## src/rtl/pipeline_hazard_controller.sv

```systemverilog
// Pipeline hazard controller: load-use stalls, multi-cycle execute bubbles,
// branch/jump flushes and a saturating stall-cycle performance counter.
// Handshake: PCWrite/IFIDWrite are load enables sampled on the rising edge;
// ControlMuxSig=1 injects a bubble into ID/EX, and IFIDFlush=1 clears IF/ID on
// the same edge. All outputs are Mealy-decoded from state and current inputs.
module pipeline_hazard_controller #(
   parameter int LAT_W  = 3,
   parameter int PERF_W = 16
) (
   input  logic              Clk,
   input  logic              Reset,
   input  logic              MemRead_EX,
   input  logic [4:0]        rt_address_EX,
   input  logic [4:0]        rs_address_ID,
   input  logic [4:0]        rt_address_ID,
   input  logic              MultiCycle_ID,
   input  logic [LAT_W-1:0]  MultiLat_ID,
   input  logic              Jump_ID,
   input  logic              JR_ID,
   input  logic              BranchTaken_EX,
   output logic              PCWrite,
   output logic              IFIDWrite,
   output logic              ControlMuxSig,
   output logic              IFIDFlush,
   output logic              Busy,
   output logic [LAT_W-1:0]  StallCount,
   output logic [PERF_W-1:0] StallCycles
);

   typedef enum logic {
      ST_RUN   = 1'b0,
      ST_MULTI = 1'b1
   } state_t;

   state_t              state_q, state_d;
   logic [LAT_W-1:0]    cnt_q, cnt_d;
   logic [PERF_W-1:0]   cyc_q, cyc_d;
   logic                load_use;

   // Load-use hazard: EX load writes a non-zero register read by ID.
   assign load_use = MemRead_EX && (rt_address_EX != 5'd0) &&
                     ((rt_address_EX == rs_address_ID) ||
                      (rt_address_EX == rt_address_ID));

   // Next-state and Mealy output decode; branch > load-use > jump/multi issue.
   always_comb begin
      state_d       = state_q;
      cnt_d         = cnt_q;
      PCWrite       = 1'b1;
      IFIDWrite     = 1'b1;
      ControlMuxSig = 1'b0;
      IFIDFlush     = 1'b0;
      case (state_q)
         ST_RUN: begin
            if (BranchTaken_EX) begin
               ControlMuxSig = 1'b1;
               IFIDFlush     = 1'b1;
            end else if (load_use) begin
               // The load leaves EX next edge, so one bubble suffices.
               PCWrite       = 1'b0;
               IFIDWrite     = 1'b0;
               ControlMuxSig = 1'b1;
            end else begin
               IFIDFlush = Jump_ID || JR_ID;
               if (MultiCycle_ID && (MultiLat_ID != '0)) begin
                  state_d = ST_MULTI;
                  cnt_d   = MultiLat_ID;
               end
            end
         end
         ST_MULTI: begin
            ControlMuxSig = 1'b1;
            if (BranchTaken_EX) begin
               // An older branch resolved taken: abandon the countdown.
               IFIDFlush = 1'b1;
               state_d   = ST_RUN;
               cnt_d     = '0;
            end else begin
               PCWrite   = 1'b0;
               IFIDWrite = 1'b0;
               cnt_d     = cnt_q - LAT_W'(1);
               if (cnt_q <= LAT_W'(1)) begin
                  state_d = ST_RUN;
                  cnt_d   = '0;
               end
            end
         end
         default: begin
            state_d = ST_RUN;
            cnt_d   = '0;
         end
      endcase
      if (!Reset) begin
         PCWrite       = 1'b0;
         IFIDWrite     = 1'b0;
         ControlMuxSig = 1'b1;
         IFIDFlush     = 1'b0;
      end
   end

   // Saturating count of cycles in which the PC is held.
   always_comb begin
      cyc_d = cyc_q;
      if (!PCWrite && (cyc_q != {PERF_W{1'b1}})) begin
         cyc_d = cyc_q + PERF_W'(1);
      end
   end

   // State, down-counter and performance counter registers.
   always_ff @(posedge Clk or negedge Reset) begin
      if (!Reset) begin
         state_q <= ST_RUN;
         cnt_q   <= '0;
         cyc_q   <= '0;
      end else begin
         state_q <= state_d;
         cnt_q   <= cnt_d;
         cyc_q   <= cyc_d;
      end
   end

   assign Busy        = (state_q == ST_MULTI);
   assign StallCount  = cnt_q;
   assign StallCycles = cyc_q;

endmodule

```

## config.mk

```make
export PLATFORM = sky130hd
export DESIGN_NAME = pipeline_hazard_controller
export DESIGN_NICKNAME = d
export VERILOG_FILES = /design/src/rtl/pipeline_hazard_controller.sv
export SDC_FILE = /design/constraint.sdc
export NUM_CORES = 1
export LEC_CHECK = 0
export BUFFER_PORTS_ARGS = -buffer_cell sky130_fd_sc_hd__buf_2
export CORE_MARGIN = 2
export CORE_UTILIZATION = 43
export CTS_BUF_LIST = sky130_fd_sc_hd__clkbuf_8 sky130_fd_sc_hd__clkbuf_16
export CTS_CLUSTER_SIZE = 10
export DETAILED_ROUTE_END_ITERATION = 7
export PLACE_DENSITY = 0.76
export SLEW_MARGIN = 20
export SYNTH_ARGS = -nofsm -noshare
export SYNTH_HDL_FRONTEND = slang
export SYNTH_SLANG_ARGS = --single-unit
```

## constraint.sdc

```tcl
create_clock -name Clk -period 1.65 [get_ports Clk]
set_input_delay 0.0825 -clock Clk [delete_from_list [all_inputs] [get_ports Clk]]
set_output_delay 0.0825 -clock Clk [all_outputs]
set_load 0.01 [all_outputs]
```

# Word-level counts from Yosys, hierarchy flattened
# Cells that the tools add are included.
[totals] regBits=20 inputBits=25
[classes] n_addsub=2 n_lt_le_gt_ge=1 n_eq_ne=6 muxes=25 bitwise_logic=1 reduce_logical=10
[op_table] cell="adder 16 x 1 -> 16 bit (second input constant)" n=1
[op_table] cell="inequality test 16 bit (second input constant)" n=1
[op_table] cell="2-to-1 mux 1 bit" n=15
[op_table] cell="2-to-1 mux 3 bit" n=5
[op_table] cell="== test 5 bit" n=2
[op_table] cell="case mux 1 bit (2 select lines)" n=4
[op_table] cell="inequality test 2 bit (second input constant)" n=3
[op_table] cell="case mux 3 bit (2 select lines)" n=1
[op_table] cell="nonzero test 5 bit" n=1
[op_table] cell="logical AND 1 bit" n=4
[op_table] cell="less-or-equal comparator 3 x 1 -> 1 bit (second input constant)" n=1
[op_table] cell="AND reduction 3 bit" n=1
[op_table] cell="nonzero test 3 bit" n=1
[op_table] cell="subtractor 3 x 1 -> 3 bit (second input constant)" n=1
[op_table] cell="logical OR 1 bit" n=2
[op_table] cell="logical NOT 1 bit" n=1
[op_table] cell="NOT 1 bit" n=1

# Logic depth before layout (Yosys ltp)
[depth] depth_word=9 mapped_depth=9 mapped_depth_nobuf=7

# Worst setup path after synthesis
# OpenSTA, ideal clock, no wires.
[synth_path] path_type="register -> register" startpoint="register cyc_q[10], in the netlist StallCycles[10]" endpoint="register cyc_q[13], in the netlist StallCycles[13]" setup_time_ps=80 arrival_ps=1742 path_slack_ps=-172 path_stages_with_launch=9 n_path_buf=1 cell_sequence="dfrtp_1 > and3_1 > nand2_1 > nor4b_2 > nor4b_1 > or2_1 > buf_2 > nand4_1 > xnor2_1"
[synth_via] elab_chain_len=2 elab_cells_between_ends=3 cone_classes="add/sub: 1; eq/ne: 1; reduce/logical: 1"
[synth_lines] item="start: declaration" line_no="37" source="logic [PERF_W-1:0] cyc_q, cyc_d;"
[synth_lines] item="start signal: assignment" line_no="118" source="cyc_q <= cyc_d;"
[synth_lines] item="parallel branches: the longest is 2 deep, another holds adder 16 x 1 -> 16 bit"
# Several ways; the timed one is not identified.
# A chain may end at the register's enable or synchronous reset.

# Worst setup path in the final report
[layout_path] startpoint="register cyc_q[11], in the netlist StallCycles[11]" endpoint="register cyc_q[13], in the netlist StallCycles[13]"
# Same word-level chain as after synthesis.

==> impl_metrics.csv <==
group,metric,value,unit
pwr,vdd_ir_drop_max,950,uV
detailed_routing,via_per_inst,5.31,
clock_tree,cts_made_buffers,3,
grt,antenna_found_initial,0,
sta,fmax,560,MHz
clock_tree,cts.htree.levels,1,
worst_hold_path,holdPathStages,3,
clock_tree,cts_tree,"built",
grt,grt_pass1_wl,5.80,mm
run_status,status,"complete, but fails checks",
final_layout,nNetsFinal,246,
clock_tree,clock_path_buffers,2,
logic_synthesis,netlist.top_cell.by_area,"dfrtp_1",
setup_path,worstRegToRegCells,8,
setup_path,crit_fanout,7,
final_layout,area_growth,64.5,%
detailed_routing,routed-wl-met3,222,um
sta,fin_ws,-135,ps
setup_path,cp_data_arrival_time,1970,ps
grt,gr-total-overflow,0,
floorplan,io_pins,49,
setup_path,reg2reg_from,"StallCycles[11]",
final_layout,nFillCells,188,
clock_tree,insertion_delay,260,ps
sta,final_hold_viol_count,0,
logic_synthesis,synthTopCellsByCount,"dfrtp_1, xnor2_1, nand2_1, nand4_1, nor2_1",
floorplan,die_x,57.0,um
placed_design,hpwl,2.61,mm
run,maxCapViolCount,0,
logic_synthesis,avgSynthCellArea,9.45,um2
sta,setup_viol,13,
pwr,power,2.09,mW
sta,finalCritPeriodShare,108,%
final_layout,fin_cells,248,
logic_synthesis,syn_nets,156,
setup_path,startpoint,"StallCycles[11]",
sta,tightest_slew,540,ps
detailed_routing,top_layer_used,"met4",
clock_tree,clkSinkCount,20,
detailed_routing,wl_met2,1.89,mm
detailed_routing,first_pass_iters,4,
logic_synthesis,netlist.area_leader.share,41.4,%
detailed_routing,m1WireLength,1.52,mm
final_layout,regArea,502,um2
setup_path,endpoint_kind,"register",
final_layout,multi_input_area,792,um2
placed_design,place.gp.congestion,0.898,
setup_path,crit_buf_inv,1,
logic_synthesis,synth.yosys.seq_area_share,41.4,%
sta,fin_skew,3.62,ps
logic_synthesis,synth_edf_count,0,
setup_path,path_cells,"and3_4 -> nand2_4 -> nor4b_4 -> a21oi_1 -> or2_4 -> buf_6 -> nand4_1 -> xnor2_1",
grt,grtUsageTotal,22.8,%
floorplan,rows,19,
final_layout,num_antenna_cells,0,
setup_path,cp-start-kind,"register",
detailed_routing,vias,1317,
floorplan,core_area,2710,um2
logic_synthesis,synthTopCellsByArea,"dfrtp_1, xnor2_1, nand4_1",
logic_synthesis,async_reset_ff_share,100,%
clock_tree,cts-root-buf,"clkbuf_8",
sta,fin_crit,1780,ps
logic_synthesis,yosys_warnings,0,
run_status,violations,"setup timing",
logic_synthesis,synth_seq_cells,20,
logic_synthesis,syn_inst,128,
placed_design,place_ws,-224,ps
placed_design,place_inst,232,
clock_tree,path_clk_slew,70,ps
floorplan,start_util,44.6,%
logic_synthesis,synth_flop_cell,"dfrtp_1",
sta,maxSlewViolCount,0,
pwr,p_per_area,1050,nW/um2
grt,grt_max_degree,18,
detailed_routing,drc,0,
pwr,power_leakage,1.01,nW
setup_path,reg2reg_slack,-130,ps
final_layout,layout-drive-gt1-share,53.9,%
logic_synthesis,synthesis.area,1210,um2
worst_hold_path,holdCritPathClass,"primary input to register",
worst_hold_path,worstHoldStart,"MultiLat_ID[2]",
detailed_routing,drt_iter0_markers,49,
setup_path,critPathTopFamily,"simple AND/OR/NAND/NOR gates",
floorplan,dieHeight,57.0,um
detailed_routing,wire_per_inst,15.0,um
setup_path,reg2reg_to,"StallCycles[13]",
sta,rsz0062_at_grt,"yes",
grt,grt_pass1_vias,1331,
worst_hold_path,min_to,"StallCount[2]",
setup_path,critPathKind,"register to register",
floorplan,die-area,3250,um2
placed_design,io_buffers,48,
detailed_routing,routed_wl,3.72,mm
sta,max_slew_margin,63.6,%
setup_path,worstPathRequired,1840,ps
setup_path,cp_slowest_cell,"dfrtp_1",
setup_path,max_stage_delay,370,ps
logic_synthesis,synth_cell_types,36,
detailed_routing,postRouteAntennaNets,0,
==> power breakdown <==
part	internal (mW)	switching (mW)	total (mW)
sequential	0.612	0.104	0.717
clock	0.212	0.161	0.374
combinational	0.508	0.496	1.00
total	1.33	0.761	2.09
==> cell families after synthesis <==
group,count (synthesis),share of synthesized area [%]
and+or+nand+nor,51,22.3
buffers and inverters,9,3.21
adders and majority gates,3,3.10
AOI/OAI and AO/OA,19,10.3
muxes,4,3.72
xor gates and xnor gates,22,15.9
DFF,20,41.4
==> worst register-to-register path, cell delays in order (launching register included) <==
cell	delay [ps]
dfrtp_1	370
and3_4	210
nand2_4	60
nor4b_4	310
a21oi_1	90
or2_4	310
buf_6	140
nand4_1	100
xnor2_1	120
==> cell type report <==
class | instances | area share (%)
tap | 31 | 1.95
multi-input combinational | 99 | 39.8
timing repair buffer | 88 | 29.2
clock buffer | 4 | 2.77
inverter | 6 | 1.13
sequential | 20 | 25.2
==> sequential cells by signal, summed over array words and instances (netlist names) <==
register,flops
Busy,1
StallCount,3
StallCycles,16
==> how the worst max path moves through the flow <==
stage | cells past startpoint | slack [ps] | end
2_1_floorplan | 7 | -110 | StallCycles[4]
3_3_place_gp | 8 | -190 | StallCycles[13]
3_5_place_dp | 8 | -220 | StallCycles[13]
4_1_cts | 8 | -140 | StallCycles[13]
5_1_grt | 8 | -240 | StallCycles[13]
6_report | 8 | -130 | StallCycles[13]
==> timing repair <==
action	CTS	global route
pin swaps	21	21
setup endpoints to repair	14	21
gates resized for setup	18	15
setup buffers	5	6
hold endpoints to repair	20	0
hold buffers	1	0
==> metal layers <==
layer / up-vias / GRT usage (%)
li1: 625 / -
met1: 620 / 26.3
met2: 62 / 40.7
met3: 10 / 6.12
met4: 0 / 7.97
met5: - / 0
==> stage by stage <==
stage | TNS (ps) | util, % | hold slack [ps] | instance area, um2
after floorplan | -1140 | - | -213 | 1220
after detailed placement | -2690 | 62.4 | -63.8 | 1690
after CTS | -1220 | 68.8 | 126 | 1860
after global routing | -2490 | 73.5 | 129 | 1990
final | -1160 | 73.5 | 127 | 1990
after global placement | -2020 | 62.4 | -70.6 | 1690
==> cell usage in the layout, fill, tap and decap left out, types with 2 or more instances in the layout <==
cell	count
nor3_2	2
buf_6	6
nand2_4	3
dfrtp_1	19
xnor2_1	16
nand3_1	7
nand2_1	9
o21ai_0	4
ha_1	2
xor2_1	2
buf_2	45
buf_4	35
mux2_1	3
nor2_1	9
xnor2_2	4
a21oi_1	6
clkbuf_8	4
inv_1	5
nand4_1	9
Power figures use the tool's default switching activity.
